**config.mk**
```make
export PLATFORM = sky130hd
export DESIGN_NAME = mem_arbiter_flat
export DESIGN_NICKNAME = d
export VERILOG_FILES = /design/src/rtl/mem_arbiter_pkg.sv /design/src/rtl/mem_arbiter_if.sv /design/src/rtl/mem_arbiter.sv /design/src/flat_wrapper.sv
export SDC_FILE = /design/constraint.sdc
export NUM_CORES = 1
export LEC_CHECK = 0
export ABC_AREA = 1
export BUFFER_PORTS_ARGS = -buffer_cell sky130_fd_sc_hd__buf_4
export CAP_MARGIN = 5
export CORE_AREA = 2 2 79 81
export CTS_BUF_LIST = sky130_fd_sc_hd__clkbuf_2
export CTS_CLUSTER_SIZE = 40
export DETAILED_ROUTE_END_ITERATION = 6
export DIE_AREA = 0 0 81 83
export GPL_TIMING_DRIVEN = 0
export PLACE_DENSITY = 0.66
export RECOVER_POWER = 25
export SETUP_SLACK_MARGIN = 0.4
export SLEW_MARGIN = 20
export SYNTH_ARGS = -nofsm -noshare
export SYNTH_HDL_FRONTEND = slang
export SYNTH_SLANG_ARGS = --single-unit
export TNS_END_PERCENT = 100
```
**constraint.sdc**
```tcl
create_clock -name clk -period 1.13 [get_ports clk]
set_input_delay 0.113 -clock clk [delete_from_list [all_inputs] [get_ports clk]]
set_output_delay 0.113 -clock clk [all_outputs]
set_load 0.05 [all_outputs]
```
**src/rtl/mem_arbiter_pkg.sv**
```systemverilog
// Shared types and defaults for the instruction-fetch / data-stage memory arbiter.
package mem_arbiter_pkg;
   // Who owns the read response coming back from memory next cycle.
   typedef enum logic [1:0] {
      OWN_NONE = 2'd0,
      OWN_IF   = 2'd1,
      OWN_MB   = 2'd2
   } rd_owner_e;

   localparam int STARVE_MAX_DEF = 4;
endpackage

```
**src/rtl/mem_arbiter_if.sv**
```systemverilog
// Bundle of requester, response and memory-command signals around the arbiter.
// slave = the arbiter's view, master = the requesters plus the memory.
interface mem_arbiter_if #(
   parameter int ADDR_W = 8
);
   logic              if_arb__req;
   logic [ADDR_W-1:0] if_arb__addr;
   logic              arb_if__gnt;
   logic              arb_if__rvalid;
   logic [31:0]       arb_if__rdata;

   logic              mb_arb__req;
   logic              mb_arb__we;
   logic [3:0]        mb_arb__be;
   logic [ADDR_W-1:0] mb_arb__addr;
   logic [31:0]       mb_arb__wdata;
   logic              arb_mb__gnt;
   logic              arb_mb__rvalid;
   logic [31:0]       arb_mb__rdata;

   logic              pipe_flush;

   logic              mem__en;
   logic [3:0]        mem__we;
   logic [ADDR_W-1:0] mem__addr;
   logic [31:0]       mem__wdata;
   logic [31:0]       mem__rdata;

   modport slave (
      input  if_arb__req, if_arb__addr,
      output arb_if__gnt, arb_if__rvalid, arb_if__rdata,
      input  mb_arb__req, mb_arb__we, mb_arb__be, mb_arb__addr, mb_arb__wdata,
      output arb_mb__gnt, arb_mb__rvalid, arb_mb__rdata,
      input  pipe_flush,
      output mem__en, mem__we, mem__addr, mem__wdata,
      input  mem__rdata
   );

   modport master (
      output if_arb__req, if_arb__addr,
      input  arb_if__gnt, arb_if__rvalid, arb_if__rdata,
      output mb_arb__req, mb_arb__we, mb_arb__be, mb_arb__addr, mb_arb__wdata,
      input  arb_mb__gnt, arb_mb__rvalid, arb_mb__rdata,
      output pipe_flush,
      output mem__rdata,
      input  mem__en, mem__we, mem__addr, mem__wdata
   );
endinterface

```
**src/rtl/mem_arbiter.sv**
```systemverilog
// Single-port memory arbiter: data stage normally wins, fetch is forced through
// after STARVE_MAX contested losses. Read data returns one cycle after grant and
// is steered back by a registered owner tag; a fetch redirect kills fetch data.
module mem_arbiter
   import mem_arbiter_pkg::*;
#(
   parameter int ADDR_W     = 8,
   parameter int STARVE_MAX = STARVE_MAX_DEF
) (
   input logic          clk,
   input logic          rst_n,
   mem_arbiter_if.slave bus
);
   localparam int             SW   = (STARVE_MAX < 1) ? 1 : $clog2(STARVE_MAX + 1);
   localparam logic [SW-1:0]  SMAX = SW'(STARVE_MAX);

   rd_owner_e         r_owner, w_owner_nxt;
   logic [SW-1:0]     r_starve, w_starve_nxt;
   logic              r_kill, w_kill_nxt;
   logic              w_gnt_if, w_gnt_mb, w_contested;
   logic [ADDR_W-1:0] w_addr;

   // Grant: mb wins contests unless fetch has been starved; reset masks all grants.
   always_comb begin
      w_contested = bus.if_arb__req & bus.mb_arb__req;
      w_gnt_if    = rst_n & bus.if_arb__req & (~bus.mb_arb__req | (r_starve == SMAX));
      w_gnt_mb    = rst_n & bus.mb_arb__req & ~w_gnt_if;
   end

   // Memory command follows whichever requester holds the grant.
   always_comb begin
      w_addr         = w_gnt_mb ? bus.mb_arb__addr : bus.if_arb__addr;
      bus.mem__en    = w_gnt_if | w_gnt_mb;
      bus.mem__addr  = w_addr;
      bus.mem__wdata = bus.mb_arb__wdata;
      bus.mem__we    = (w_gnt_mb & bus.mb_arb__we) ? bus.mb_arb__be : 4'b0000;
   end

   // Next-state: starvation counter, response owner and fetch-kill flag.
   always_comb begin
      w_starve_nxt = r_starve;
      w_owner_nxt  = OWN_NONE;
      w_kill_nxt   = 1'b0;
      if (w_gnt_if) begin
         w_starve_nxt = '0;
         w_owner_nxt  = OWN_IF;
         // A redirect in the grant cycle already makes this fetch stale.
         w_kill_nxt   = bus.pipe_flush;
      end else if (w_gnt_mb) begin
         if (w_contested && (r_starve != SMAX))
            w_starve_nxt = r_starve + SW'(1);
         if (!bus.mb_arb__we)
            w_owner_nxt = OWN_MB;
      end
   end

   // State registers; reset drops any read in flight.
   always_ff @(posedge clk or negedge rst_n) begin
      if (!rst_n) begin
         r_owner  <= OWN_NONE;
         r_starve <= '0;
         r_kill   <= 1'b0;
      end else begin
         r_owner  <= w_owner_nxt;
         r_starve <= w_starve_nxt;
         r_kill   <= w_kill_nxt;
      end
   end

   // Response steering: both ports see memory data, rvalid selects the owner.
   always_comb begin
      bus.arb_if__gnt    = w_gnt_if;
      bus.arb_mb__gnt    = w_gnt_mb;
      bus.arb_if__rvalid = (r_owner == OWN_IF) & ~r_kill & ~bus.pipe_flush;
      bus.arb_mb__rvalid = (r_owner == OWN_MB);
      bus.arb_if__rdata  = bus.mem__rdata;
      bus.arb_mb__rdata  = bus.mem__rdata;
   end
endmodule

```
**src/flat_wrapper.sv**
```systemverilog
// flat-port wrapper written by rule: the top's interface ports become plain ports
module mem_arbiter_flat import mem_arbiter_pkg::*;
#(
   parameter int ADDR_W     = 8,
   parameter int STARVE_MAX = STARVE_MAX_DEF
)
  (clk, rst_n, bus_if_arb__req, bus_if_arb__addr, bus_arb_if__gnt, bus_arb_if__rvalid, bus_arb_if__rdata, bus_mb_arb__req, bus_mb_arb__we, bus_mb_arb__be, bus_mb_arb__addr, bus_mb_arb__wdata, bus_arb_mb__gnt, bus_arb_mb__rvalid, bus_arb_mb__rdata, bus_pipe_flush, bus_mem__en, bus_mem__we, bus_mem__addr, bus_mem__wdata, bus_mem__rdata);
  mem_arbiter_if #(.ADDR_W(ADDR_W)) bus_i ();
  input logic clk;
  input logic rst_n;
  input wire logic [$bits(bus_i.if_arb__req)-1:0] bus_if_arb__req;
  input wire logic [$bits(bus_i.if_arb__addr)-1:0] bus_if_arb__addr;
  output wire logic [$bits(bus_i.arb_if__gnt)-1:0] bus_arb_if__gnt;
  output wire logic [$bits(bus_i.arb_if__rvalid)-1:0] bus_arb_if__rvalid;
  output wire logic [$bits(bus_i.arb_if__rdata)-1:0] bus_arb_if__rdata;
  input wire logic [$bits(bus_i.mb_arb__req)-1:0] bus_mb_arb__req;
  input wire logic [$bits(bus_i.mb_arb__we)-1:0] bus_mb_arb__we;
  input wire logic [$bits(bus_i.mb_arb__be)-1:0] bus_mb_arb__be;
  input wire logic [$bits(bus_i.mb_arb__addr)-1:0] bus_mb_arb__addr;
  input wire logic [$bits(bus_i.mb_arb__wdata)-1:0] bus_mb_arb__wdata;
  output wire logic [$bits(bus_i.arb_mb__gnt)-1:0] bus_arb_mb__gnt;
  output wire logic [$bits(bus_i.arb_mb__rvalid)-1:0] bus_arb_mb__rvalid;
  output wire logic [$bits(bus_i.arb_mb__rdata)-1:0] bus_arb_mb__rdata;
  input wire logic [$bits(bus_i.pipe_flush)-1:0] bus_pipe_flush;
  output wire logic [$bits(bus_i.mem__en)-1:0] bus_mem__en;
  output wire logic [$bits(bus_i.mem__we)-1:0] bus_mem__we;
  output wire logic [$bits(bus_i.mem__addr)-1:0] bus_mem__addr;
  output wire logic [$bits(bus_i.mem__wdata)-1:0] bus_mem__wdata;
  input wire logic [$bits(bus_i.mem__rdata)-1:0] bus_mem__rdata;
  assign bus_i.if_arb__req = bus_if_arb__req;
  assign bus_i.if_arb__addr = bus_if_arb__addr;
  assign bus_arb_if__gnt = bus_i.arb_if__gnt;
  assign bus_arb_if__rvalid = bus_i.arb_if__rvalid;
  assign bus_arb_if__rdata = bus_i.arb_if__rdata;
  assign bus_i.mb_arb__req = bus_mb_arb__req;
  assign bus_i.mb_arb__we = bus_mb_arb__we;
  assign bus_i.mb_arb__be = bus_mb_arb__be;
  assign bus_i.mb_arb__addr = bus_mb_arb__addr;
  assign bus_i.mb_arb__wdata = bus_mb_arb__wdata;
  assign bus_arb_mb__gnt = bus_i.arb_mb__gnt;
  assign bus_arb_mb__rvalid = bus_i.arb_mb__rvalid;
  assign bus_arb_mb__rdata = bus_i.arb_mb__rdata;
  assign bus_i.pipe_flush = bus_pipe_flush;
  assign bus_mem__en = bus_i.mem__en;
  assign bus_mem__we = bus_i.mem__we;
  assign bus_mem__addr = bus_i.mem__addr;
  assign bus_mem__wdata = bus_i.mem__wdata;
  assign bus_i.mem__rdata = bus_mem__rdata;
  mem_arbiter #(.ADDR_W(ADDR_W), .STARVE_MAX(STARVE_MAX)) u_core (.clk(clk), .rst_n(rst_n), .bus(bus_i));
endmodule
```
==> flow_metrics.env <==
export IMPL_run_status="finished with violations"
export IMPL_violations="negative setup slack"
export IMPL_grt_max_degree=11
export IMPL_syn_avg_cell_area_um2=7.04
export IMPL_drive_above_1_share=0.826
export IMPL_slew_violations=0
export IMPL_cts_max_path_buffers=2
export IMPL_syn_area_um2=1180
export IMPL_worstPathRequired_ns=1.02
export IMPL_reg2regPathDepth=10
export IMPL_core_um2=5820
export IMPL_n_fill_cell=613
export IMPL_final_common_cell="buf_4"
export IMPL_max_slew_margin_rel=0.597
export IMPL_place_congestion=0.761
export IMPL_min_delay_start="bus_mb_arb__we"
export IMPL_hold_viol=0
export IMPL_drtPass1Iterations=2
export IMPL_vias=1511
export IMPL_synthToLayoutAreaGrowth_pct=135
export IMPL_critPathKind="reg -> out"
export IMPL_dpl_cell_count=381
export IMPL_fin_cells=397
export IMPL_leakage_uw=0.00149
export IMPL_grt_pass1_vias=1469
export IMPL_cts_tree="done"
export IMPL_layout_min_cycle_time_ns=1.65
export IMPL_critPathLaunchType="register"
export IMPL_synthCells=168
export IMPL_wl_per_cell_um=11.8
export IMPL_cap_violations=0
export IMPL_crit_top_cell="nand2_4"
export IMPL_power_density_nw_per_um2=897
export IMPL_ant_nets=0
export IMPL_setup_viol=21
export IMPL_worst_ep_arrival_time_ns=1.54
export IMPL_place_ws_ns=-0.421
export IMPL_overflow=0
export IMPL_setup_ws_ns=-0.523
export IMPL_synth_top_cell_area_share=0.610
export IMPL_rows=28
export IMPL_cp_slowest_cell="dfrtp_1"
export IMPL_synthDistinctLibCells=14
export IMPL_clk_pin_slew_worst_paths_ns=0.07
export IMPL_fmax_mhz=605
export IMPL_die_x_um=81
export IMPL_cts_buffers=3
export IMPL_crit_family="simple AND/OR/NAND/NOR gates"
export IMPL_cp_cell_sequence="inv_2 -> ha_4 -> nand2_4 -> nand2_4 -> nand2_8 -> buf_12 -> nand3_4 -> nand2_4 -> buf_8"
export IMPL_holdPathEnd="u_core.r_owner[1]"
export IMPL_pin_count=203
export IMPL_cts_sinks=6
export IMPL_fin_tns_setup_ns=-8.10
export IMPL_crit_fanout=6
export IMPL_port_buffer_count=138
export IMPL_start_util=0.203
export IMPL_r2r_start="u_core.r_starve[0]"
export IMPL_antenna_found_initial=0
export IMPL_drc=0
export IMPL_final_cell_mix="buf_4, clkbuf_1, nand2_1, buf_8, nand2_4"
export IMPL_vdd_ir_drop_max_mv=0.380
export IMPL_crit_buf_inv=3
export IMPL_dieArea_um2=6720
export IMPL_netlist_top_cell_by_area="buf_4"
export IMPL_period_share=1.46
export IMPL_critPathMaxStageDelay_ns=0.38
export IMPL_min_path_type="in -> reg"
export IMPL_cp_depth=9
export IMPL_dp_hpwl_um=3730
export IMPL_htreeDepth=1
export IMPL_die_h_um=83
export IMPL_holdPathStages=2
export IMPL_rsz0062_at_grt="true"
export IMPL_yosys_warnings=0
export IMPL_synth_seq_area_share=0.127
export IMPL_grt_pass1_wl_um=6360
export IMPL_synth_area_leaders="buf_4, dfrtp_1, nand2_1"
export IMPL_clock_skew_ns=0.00980
export IMPL_reg2reg_to="u_core.r_starve[1]"
export IMPL_r2r_slack_ns=-0.34
export IMPL_clk_latency_ns=0.24
export IMPL_drt_iter0_markers=13
export IMPL_yosys_register_bits=6
export IMPL_endpoint_kind="output pin"
export IMPL_nets=416
export IMPL_antennaDiodeCount=0
export IMPL_viasPerCell=3.81
export IMPL_cts_root_buf="clkbuf_2"
export IMPL_worstMarginPinSlew_ns=0.606
export IMPL_syn_nets=260
export IMPL_postRouteWirelength_um=4690
export IMPL_grt_usage=0.119
-- cells in the mapped netlist --
library cell and number:
buf_4 96, inv_1 10, nand2_4 1, nand3_1 12, nor3_1 1, inv_6 1, nor2_1 7, nand2_2 2
xor2_1 1, dfrtp_1 6, nand2_1 27, buf_6 1, ha_1 2, inv_2 1
-- flip-flops by register name (all words and copies together), names as in the netlist --
register         count
u_core.r_starve      3
u_core.r_owner       2
u_core.r_kill        1
-- logic make-up (layout without fill, tap and decap cells) --
family                     Yosys count  count (layout)  share of synthesized area
and+or+nand+nor                     50              50                      0.183
xor gates and xnor gates             1               1                    0.00741
buffers and inverters              109             263                      0.661
DFF                                  6               6                      0.127
adders and majority gates            2               2                     0.0212
-- worst reg2reg max path, stage by stage (launching register included) --
cell and delay, ns:
dfrtp_1 0.40, inv_2 0.09, ha_4 0.14, nand2_4 0.05, nand2_4 0.09, nand2_8 0.09
clkbuf_16 0.18, buf_6 0.11, buf_6 0.10, nand3_1 0.06, nand2_1 0.05
-- repair_timing --
action | in CTS | in global routing
gates resized for setup | 22 | 41
hold endpoints to repair | 6 | 0
hold buffers | 1 | 0
gates cloned | 0 | 1
pin swaps | 1 | 5
endpoints found under the setup margin | 23 | 23
buffers inserted | 4 | 7
-- worst max path at each step --
stage,startpoint,end
after floorplan,u_core.r_starve[0],u_core.r_owner[0]
after global placement,u_core.r_starve[0],bus_mem__addr[4]
after detailed placement,u_core.r_starve[0],bus_mem__addr[1]
after CTS,u_core.r_starve[0],bus_mem__addr[0]
after global routing,u_core.r_starve[0],bus_mem__addr[0]
final,u_core.r_starve[0],bus_mem__addr[6]
-- cell type report --
class / instances / area [um^2] / share of cell area
Clock buffer: 3 / 15.0 / 0.00541
Inverter: 12 / 53.8 / 0.0194
Buffer: 97 / 741 / 0.267
Multi-Input combinational cell: 53 / 537 / 0.194
Sequential cell: 6 / 150 / 0.0541
Timing Repair Buffer: 151 / 1180 / 0.427
Tap cell: 75 / 93.8 / 0.0338
-- report_power, final --
part	internal, uW	switching [uW]
Combinational	804	1220
Sequential	258	46.3
Clock	72.2	90.6
-- per-layer routing --
metal,share of wire,GRT usage
met1,0.27,0.0957
met2,0.62,0.260
met3,0.097,0.0239
met4,0.0073,0.0401
met5,0,0
-- metrics by stage --
step | hold WS, ns | utilization | area [um^2] | total power [uW]
2_1_floorplan | -0.183 | - | 1330 | 1600
3_3_place_gp | -0.0653 | 0.423 | 2460 | 2040
3_5_place_dp | -0.0645 | 0.423 | 2460 | 2070
4_1_cts | 0.0571 | 0.446 | 2590 | 2320
5_1_grt | 0.0544 | 0.477 | 2770 | 2600
6_report | 0.0558 | 0.477 | 2770 | 2490
Note: power is estimated with default switching activity, not from simulation.
